**src/rtl/uart_pkg.sv**
```systemverilog
`default_nettype none
// ============================================================================
// Module      : uart_pkg
// Description : Shared definitions for the oversampling UART receiver:
//               receiver FSM state encoding, cfg_parity and cfg_bits codes,
//               the FIFO entry layout, and small decode helpers.
// Ports       : none (package)
// Revision    : 1.0 - initial release
// ============================================================================
package uart_pkg;

    typedef enum logic [2:0] {
        ST_IDLE   = 3'd0,
        ST_START  = 3'd1,
        ST_DATA   = 3'd2,
        ST_PARITY = 3'd3,
        ST_STOP1  = 3'd4,
        ST_STOP2  = 3'd5
    } rx_state_t;

    // cfg_parity codes; code 3 is a second spelling of "no parity".
    localparam logic [1:0] PAR_NONE     = 2'd0;
    localparam logic [1:0] PAR_EVEN     = 2'd1;
    localparam logic [1:0] PAR_ODD      = 2'd2;
    localparam logic [1:0] PAR_NONE_ALT = 2'd3;

    // cfg_bits codes
    localparam logic [1:0] BITS_5 = 2'd0;
    localparam logic [1:0] BITS_6 = 2'd1;
    localparam logic [1:0] BITS_7 = 2'd2;
    localparam logic [1:0] BITS_8 = 2'd3;

    // FIFO entry: [9] parity error, [8] framing error, [7:0] data.
    localparam int ENTRY_W   = 10;
    localparam int ENT_PERR  = 9;
    localparam int ENT_FERR  = 8;

    function automatic logic [3:0] data_bits(input logic [1:0] code);
        logic [3:0] n;
        case (code)
            BITS_5:  n = 4'd5;
            BITS_6:  n = 4'd6;
            BITS_7:  n = 4'd7;
            BITS_8:  n = 4'd8;
            default: n = 4'd8;
        endcase
        return n;
    endfunction

    function automatic logic parity_enabled(input logic [1:0] code);
        return (code != PAR_NONE) && (code != PAR_NONE_ALT);
    endfunction

endpackage
`default_nettype wire

```
**src/rtl/uart_sync_fifo.sv**
```systemverilog
`default_nettype none
// ============================================================================
// Module      : uart_sync_fifo
// Description : Single-clock show-ahead FIFO. The head entry is always
//               presented on rdata; a written entry is visible the cycle
//               after the write. Pop on empty is ignored; push on full is
//               accepted only if a pop happens in the same cycle.
// Ports       : clock, reset        - clock, sync active-high reset
//               push, wdata         - write request / data
//               pop                 - remove head entry
//               rdata               - head entry
//               count, full, empty  - occupancy status
// Revision    : 1.0 - initial release
// ============================================================================
module uart_sync_fifo #(
    parameter int WIDTH = 10,
    parameter int DEPTH = 16
) (
    input  logic                     clock,
    input  logic                     reset,
    input  logic                     push,
    input  logic [WIDTH-1:0]         wdata,
    input  logic                     pop,
    output logic [WIDTH-1:0]         rdata,
    output logic [$clog2(DEPTH):0]   count,
    output logic                     full,
    output logic                     empty
);

    localparam int AW = $clog2(DEPTH);
    localparam int CW = AW + 1;

    logic [WIDTH-1:0] mem [DEPTH];
    logic [AW-1:0]    wr_ptr;
    logic [AW-1:0]    rd_ptr;
    logic             do_push;
    logic             do_pop;

    assign empty   = (count == '0);
    assign full    = (count == CW'(DEPTH));
    assign do_pop  = pop && !empty;
    // When full, the slot being popped this cycle is the one written.
    assign do_push = push && (!full || do_pop);
    assign rdata   = mem[rd_ptr];

    always_ff @(posedge clock) begin
        if (do_push) begin
            mem[wr_ptr] <= wdata;
        end
    end

    // DEPTH is a power of two, so pointers wrap by natural overflow.
    always_ff @(posedge clock) begin
        if (reset) begin
            wr_ptr <= '0;
            rd_ptr <= '0;
            count  <= '0;
        end else begin
            if (do_push) wr_ptr <= wr_ptr + AW'(1);
            if (do_pop)  rd_ptr <= rd_ptr + AW'(1);
            case ({do_push, do_pop})
                2'b10:   count <= count + CW'(1);
                2'b01:   count <= count - CW'(1);
                default: count <= count;
            endcase
        end
    end

endmodule
`default_nettype wire

```
**src/rtl/uart_rx_ovs.sv**
```systemverilog
`default_nettype none
// ============================================================================
// Module      : uart_rx_ovs
// Description : Oversampling UART receiver with runtime baud divisor,
//               3-sample majority vote per bit, runtime frame format
//               (5-8 data bits, none/even/odd parity, 1/2 stop bits),
//               show-ahead RX FIFO with per-entry error flags, sticky
//               overrun and break-frame pulse.
// Ports       : clock, reset            - clock, sync active-high reset
//               rx                      - async serial input, idle high
//               baud_div                - clocks per oversample tick - 1
//               cfg_bits/parity/stop2   - frame format (latched per frame)
//               dout_valid/ready        - FIFO head handshake
//               dout, dout_perr/ferr    - FIFO head entry
//               fifo_count              - FIFO occupancy
//               overrun, overrun_clr    - sticky drop status and its clear
//               break_det               - 1-cycle pulse on break frame
// Revision    : 1.0 - initial release
// ============================================================================
module uart_rx_ovs #(
    parameter int OVS        = 16,
    parameter int FIFO_DEPTH = 16,
    parameter int DIV_WIDTH  = 16
) (
    input  logic                          clock,
    input  logic                          reset,
    input  logic                          rx,
    input  logic [DIV_WIDTH-1:0]          baud_div,
    input  logic [1:0]                    cfg_bits,
    input  logic [1:0]                    cfg_parity,
    input  logic                          cfg_stop2,
    output logic                          dout_valid,
    input  logic                          dout_ready,
    output logic [7:0]                    dout,
    output logic                          dout_perr,
    output logic                          dout_ferr,
    output logic [$clog2(FIFO_DEPTH):0]   fifo_count,
    output logic                          overrun,
    input  logic                          overrun_clr,
    output logic                          break_det
);

    import uart_pkg::*;

    localparam int SC_W = $clog2(OVS);
    localparam logic [SC_W-1:0] SC_S0   = SC_W'(OVS/2 - 1);
    localparam logic [SC_W-1:0] SC_S1   = SC_W'(OVS/2);
    localparam logic [SC_W-1:0] SC_S2   = SC_W'(OVS/2 + 1);
    localparam logic [SC_W-1:0] SC_DEC  = SC_W'(OVS/2 + 2);
    localparam logic [SC_W-1:0] SC_LAST = SC_W'(OVS - 1);

    // ---------------- synchroniser ----------------
    logic sync_meta;
    logic rs;

    always_ff @(posedge clock) begin
        if (reset) begin
            sync_meta <= 1'b1;
            rs        <= 1'b1;
        end else begin
            sync_meta <= rx;
            rs        <= sync_meta;
        end
    end

    // ---------------- tick / sample counters ----------------
    rx_state_t             state;
    rx_state_t             state_next;
    logic                  start_det;
    logic [DIV_WIDTH-1:0]  tick_cnt;
    logic                  tick;
    logic [SC_W-1:0]       sc;
    logic [2:0]            samp;
    logic                  vote;
    logic                  dec;
    logic                  wrap;

    assign start_det = (state == ST_IDLE) && !rs;
    // >= keeps the counter from running away if baud_div shrinks mid-count.
    assign tick      = (tick_cnt >= baud_div);
    assign dec       = tick && (sc == SC_DEC);
    assign wrap      = tick && (sc == SC_LAST);
    assign vote      = (samp[0] & samp[1]) | (samp[0] & samp[2]) | (samp[1] & samp[2]);

    always_ff @(posedge clock) begin
        if (reset || start_det) begin
            tick_cnt <= '0;
            sc       <= '0;
        end else if (tick) begin
            tick_cnt <= '0;
            sc       <= (sc == SC_LAST) ? '0 : sc + SC_W'(1);
        end else begin
            tick_cnt <= tick_cnt + DIV_WIDTH'(1);
        end
    end

    always_ff @(posedge clock) begin
        if (reset) begin
            samp <= 3'b111;
        end else if (tick && (sc == SC_S0 || sc == SC_S1 || sc == SC_S2)) begin
            samp <= {samp[1:0], rs};
        end
    end

    // ---------------- per-frame datapath ----------------
    logic [3:0] nbits;
    logic       par_en;
    logic       par_odd;
    logic       stop2_l;
    logic [7:0] shreg;
    logic [3:0] bcnt;
    logic       perr_r;
    logic       ferr_r;
    logic       pzero_r;
    logic       brk_r;
    logic [7:0] data_al;
    logic       shreg_zero;

    // Bits enter at the MSB, so an N-bit frame ends up left-justified.
    assign data_al    = shreg >> (4'd8 - nbits);
    assign shreg_zero = (shreg == 8'h00);

    always_ff @(posedge clock) begin
        if (reset) begin
            nbits   <= 4'd8;
            par_en  <= 1'b0;
            par_odd <= 1'b0;
            stop2_l <= 1'b0;
            shreg   <= '0;
            bcnt    <= '0;
            perr_r  <= 1'b0;
            ferr_r  <= 1'b0;
            pzero_r <= 1'b1;
            brk_r   <= 1'b0;
        end else if (start_det) begin
            nbits   <= data_bits(cfg_bits);
            par_en  <= parity_enabled(cfg_parity);
            par_odd <= (cfg_parity == PAR_ODD);
            stop2_l <= cfg_stop2;
            shreg   <= '0;
            bcnt    <= '0;
            perr_r  <= 1'b0;
            ferr_r  <= 1'b0;
            pzero_r <= 1'b1;
            brk_r   <= 1'b0;
        end else begin
            if (state == ST_DATA && dec)  shreg <= {vote, shreg[7:1]};
            if (state == ST_DATA && wrap) bcnt  <= bcnt + 4'd1;
            if (state == ST_PARITY && dec) begin
                perr_r  <= ((^shreg) ^ vote) != par_odd;
                pzero_r <= ~vote;
            end
            if (state == ST_STOP1 && dec) begin
                ferr_r <= ~vote;
                brk_r  <= shreg_zero && pzero_r && ~vote;
            end
        end
    end

    // ---------------- FSM ----------------
    logic push_c;
    logic brk_c;
    logic ferr_c;

    always_ff @(posedge clock) begin
        if (reset) state <= ST_IDLE;
        else       state <= state_next;
    end

    always_comb begin
        state_next = state;
        push_c     = 1'b0;
        brk_c      = 1'b0;
        ferr_c     = 1'b0;
        case (state)
            ST_IDLE: begin
                if (!rs) state_next = ST_START;
            end
            ST_START: begin
                if (dec && vote)  state_next = ST_IDLE;
                else if (wrap)    state_next = ST_DATA;
            end
            ST_DATA: begin
                if (wrap && bcnt == nbits - 4'd1)
                    state_next = par_en ? ST_PARITY : ST_STOP1;
            end
            ST_PARITY: begin
                if (wrap) state_next = ST_STOP1;
            end
            ST_STOP1: begin
                // Single stop bit: push mid-bit so the next start edge is not missed.
                if (dec && !stop2_l) begin
                    push_c     = 1'b1;
                    ferr_c     = ~vote;
                    brk_c      = shreg_zero && pzero_r && ~vote;
                    state_next = ST_IDLE;
                end else if (wrap && stop2_l) begin
                    state_next = ST_STOP2;
                end
            end
            ST_STOP2: begin
                if (dec) begin
                    push_c     = 1'b1;
                    ferr_c     = ferr_r | ~vote;
                    brk_c      = brk_r;
                    state_next = ST_IDLE;
                end
            end
            default: state_next = ST_IDLE;
        endcase
    end

    // ---------------- FIFO and status ----------------
    logic               push;
    logic               pop;
    logic               full;
    logic               empty;
    logic [ENTRY_W-1:0] entry;
    logic [ENTRY_W-1:0] head;

    // Gating with reset discards a frame whose push lands in a reset cycle.
    assign push      = push_c & ~reset;
    assign break_det = brk_c & ~reset;
    assign entry     = {perr_r, ferr_c, data_al};
    assign pop       = dout_valid & dout_ready;

    uart_sync_fifo #(
        .WIDTH (ENTRY_W),
        .DEPTH (FIFO_DEPTH)
    ) u_fifo (
        .clock (clock),
        .reset (reset),
        .push  (push),
        .wdata (entry),
        .pop   (pop),
        .rdata (head),
        .count (fifo_count),
        .full  (full),
        .empty (empty)
    );

    assign dout_valid = ~empty;
    assign dout       = dout_valid ? head[7:0]      : 8'h00;
    assign dout_perr  = dout_valid & head[ENT_PERR];
    assign dout_ferr  = dout_valid & head[ENT_FERR];

    always_ff @(posedge clock) begin
        if (reset) begin
            overrun <= 1'b0;
        end else if (push && full && !pop) begin
            overrun <= 1'b1;
        end else if (overrun_clr) begin
            overrun <= 1'b0;
        end
    end

endmodule
`default_nettype wire

```
**config.mk**
```make
export PLATFORM = sky130hd
export DESIGN_NAME = uart_rx_ovs
export DESIGN_NICKNAME = d
export VERILOG_FILES = /design/src/rtl/uart_pkg.sv /design/src/rtl/uart_sync_fifo.sv /design/src/rtl/uart_rx_ovs.sv
export SDC_FILE = /design/constraint.sdc
export NUM_CORES = 1
export LEC_CHECK = 0
export CELL_PAD_IN_SITES_DETAIL_PLACEMENT = 1
export CELL_PAD_IN_SITES_GLOBAL_PLACEMENT = 1
export CORE_ASPECT_RATIO = 0.6
export CORE_MARGIN = 3
export CORE_UTILIZATION = 40
export CTS_BUF_LIST = sky130_fd_sc_hd__clkbuf_8
export DETAILED_ROUTE_END_ITERATION = 8
export DONT_BUFFER_PORTS = 1
export HOLD_SLACK_MARGIN = 0.15
export PLACE_DENSITY = 0.72
export SYNTH_ARGS = -nofsm -noshare
export SYNTH_HDL_FRONTEND = slang
export SYNTH_HIERARCHICAL = 1
export SYNTH_SLANG_ARGS = --single-unit
```
**constraint.sdc**
```tcl
create_clock -name clock -period 12.5 [get_ports clock]
set_input_delay 3.75 -clock clock [delete_from_list [all_inputs] [get_ports clock]]
set_output_delay 3.75 -clock clock [all_outputs]
set_load 0.1 [all_outputs]
```
==> results.md <==
* Status: completed
* Root Driver: clkbuf_8
* Final setup TNS at 0 ns
* Crit Path Class: primary input to primary output
* Die span in x at ~220 um
* Iteration-0 DRC Markers at 460
* Arrival time worst endpoint at 6.03 ns
* Max-slew violation count at 0
* Reg2reg start: u_fifo/count[3]
* Post-Synthesis Cells at 789
* Final Hold Vio Count at 0
* Total GRT Usage at 17.4%
* CTS tree: yes
* Initial antenna violation count at 0
* Post-synthesis sequential element count at 229
* Clk sink count at 229
* Dpl ws at ~2.7 ns
* Worst r2r path cells at 11
* Reg2reg end: u_fifo/count[4]
* EDFF count, synth at 160
* Postcts setup bufs at 0
* Crit-path max cell delay at about 0.77 ns
* Synth warn at 6
* Crit path time final at 9.78 ns
* Clk_skew at approximately 0.01 ns
* Largest area contributor in the netlist: edfxtp_1
* Detail-routed via count per cell at ~5.4
* IO Count at 44
* CTS Buf Count at 36
* Peak supply drop at between 0.06 and 0.07 mV
* Post-route DRC at 0
* R2r setup slk at between 7 and 8 ns
* Largest net degree at the start of global routing at 41
* Worst-path clk slew at ~0.050 ns
* Row cnt at 45
* Gr ovfl total at 0
* Area growth syn-to-layout at 11.0%
* H-tree levels at 2
* CP max stage cell: a221oi_2
* CP cell instances: inv_1, ha_1, nand2_1, o21ai_0, a221oi_2, nand2_1, nand4b_1, nor3_2, buf_16
* # setup viols final at 0
* Drt total wl at about 24 mm
* WL/cell at just over 20 um
* Hold_buf cts at 0
* Power share of the sequential group at between 50% and 60%
* First-pass GRT wire length at between 30 and 40 mm
* RSZ-0062 raised after global routing: no
* Top post-synthesis cells by area: edfxtp_1 (46%), dfxtp_1 (13%), mux4_2 (8.8%), ha_1 (4.8%), nor2_1 (2.9%)
* PD cells at about 140 nW/um^2
* N_diodes at 0
* Post-synth top area share at between 40% and 50%
* Port buffer count at 0
* DR pass1 iterations at 5
* Resized Gates After CTS at 0
* Internal power at around 1.1 mW
* Crit path from: baud_div[11]
* CP dominant cell by count: nand2_1
* Post-route ant nets at 0
* Max Cap Viol at 0
* Starting Density at 41.1%
* Synth cell types at between 60 and 70
* NumNets Final at 876
* Clk_lat worst skew at between 0.5 and 0.6 ns
* Clock share of power at a little over a third
* Core area at 25500 sq um
* Non-Filler Cell Area, Final at around 12000 sq um
* Reported leakage power at 4.08 nW
* Slew @ Worst Pin at between 1 and 1.5 ns
* Logic pwr share at between 10% and 20%
* DP HPWL at roughly 17 mm
* Max Fclk at 0.102 GHz
* Hold WS at 0.407 ns
* Final Cycle Share at just under 80%
* Die area at approximately 28000 sq um
* Worst EP required at between 8 and 9 ns
* Worst slew margin at between 10% and 20%
* DIE HEIGHT at between 100 and 150 um
* Type of origin of the critical path: primary input
* Post-synthesis async set-or-reset flop share at 0%
* Sequential-to-total area share from yosys stat at just under 60%
* Crit. End Element: primary output
* Worst-case clock buffer depth at 3
* Type of the most critical hold path: flop to flop
* Psw at around 0.45 mW
* Setup ws final at 2.72 ns
* Vias at around 6400
* Vias in the first global route at roughly 6600
* Share of layout cells above drive strength 1 at between 10% and 20%
* Crit Path Max Fanout at 8
* Sw Share at 28.1%
* Net count after synthesis at 856
* Syn Area/Cell at 13.3 sq um
* Placed instance area at 11000 sq um
* Post-Syn Area at around 10000 sq um
* Critical Path End: break_det
* GPL Wtd Cong at 0.803
* Top_reg_cell synth: edfxtp_1
==> placed cells by master, fill, tap and decap left out, drive strengths merged, types with 3 or more instances in the layout <==
master	instances
mux2i	27
buf	17
inv	65
o41ai	5
and3	9
nor2	80
a211o	5
dfxtp	69
and2	6
a211oi	9
clkinv	10
xnor2	17
a31oi	4
mux4	41
nand2b	12
xor2	14
clkbuf	39
nor2b	22
nand2	43
edfxtp	160
nand4	6
nor3	9
nand3	14
o2111ai	3
o21ai	16
o21a	7
nor4	9
a21oi	16
nor3b	4
or2	6
a22oi	21
ha	40
==> metal layers <==
layer	global-route usage, %	routed length (um)	share of wire (%)
met5	0	0	0
met4	3.67	360	1.5
met3	3.81	1430	5.9
met2	24.8	10300	42
met1	27.2	12400	51
==> flip-flops by register name (all words and copies together), names as in the netlist, named ones only <==
| name | cells |
|---|---|
| u_fifo/mem | 160 |
| tick_cnt | 16 |
| shreg | 8 |
| u_fifo/count | 5 |
| bcnt | 4 |
| nbits | 4 |
| sc | 4 |
| u_fifo/rd_ptr | 4 |
| u_fifo/wr_ptr | 4 |
| samp | 3 |
| state | 3 |
| brk_r | 1 |
| ferr_r | 1 |
| overrun | 1 |
| par_en | 1 |
| par_odd | 1 |
| perr_r | 1 |
| pzero_r | 1 |
| rs | 1 |
| stop2_l | 1 |
| sync_meta | 1 |
==> cells in the mapped netlist, types with 8 or more instances <==
master and count:
edfxtp_1 160, nor3_1 9, mux2i_1 27, nor2b_1 22, inv_1 49, nand2b_1 12, a21oi_1 16, and3_1 9
ha_1 40, a22oi_1 21, mux4_2 41, xor2_1 14, nand3_1 14, dfxtp_1 69, nor4_1 8, o21ai_0 13
nand2_1 42, nor2_1 80, clkbuf_1 25, xnor2_1 16
==> worst max-delay path, delay by kind of cell <==
family | cells | cell delay (ns)
buffers and inverters | 2 | 0.20
AOI/OAI and AO/OA | 2 | 0.94
and+or+nand+nor | 4 | 0.83
adders and majority gates | 1 | 0.30
==> per-stage QoR <==
stage          util, %  cells  total power [mW]
3_5_place_dp      43.1   1123              1.04
5_1_grt           45.6   1188              1.67
4_1_cts           45.6   1188              1.62
6_report          45.6   1188              1.60
2_1_floorplan        -    789              1.00
3_3_place_gp      43.1   1123              1.03
==> power by group through the flow <==
stage | sequential (mW) | combinational [mW] | clock (mW)
detailed placement | 0.843 | 0.195 | 0
finish | 0.827 | 0.195 | 0.575
global placement | 0.842 | 0.192 | 0
floorplan | 0.845 | 0.157 | 0
CTS | 0.826 | 0.197 | 0.598
global route | 0.828 | 0.209 | 0.633
==> logic make-up after synthesis <==
kind of cell,count (synthesis),share of synthesized area [%]
buffers and inverters,85,3.21
AND/OR/NAND/NOR,226,10.6
AO/OA/AOI/OAI,108,8.06
multiplexers,69,11.5
flip-flops,229,59.0
adder cells (fa/ha/maj),41,4.96
XOR/XNOR,31,2.66
==> worst min-delay path by stage <==
stage	start	cells after the start	to
after detailed placement	sync_meta	1	rs
after global placement	sync_meta	1	rs
after CTS	sync_meta	1	rs
final	sync_meta	1	rs
after global routing	sync_meta	1	rs
after floorplan	sync_meta	1	rs
==> area by class of cell <==
cell class	instances	area, sq um
Sequential cell	229	6190
Timing Repair Buffer	17	148
Clock buffer	39	537
Fill cell	2578	13900
Tap cell	352	440
Multi-Input combinational cell	475	4030
Clock inverter	26	106
Inverter	50	188
No activity file was read; power rests on OpenSTA's default activity.
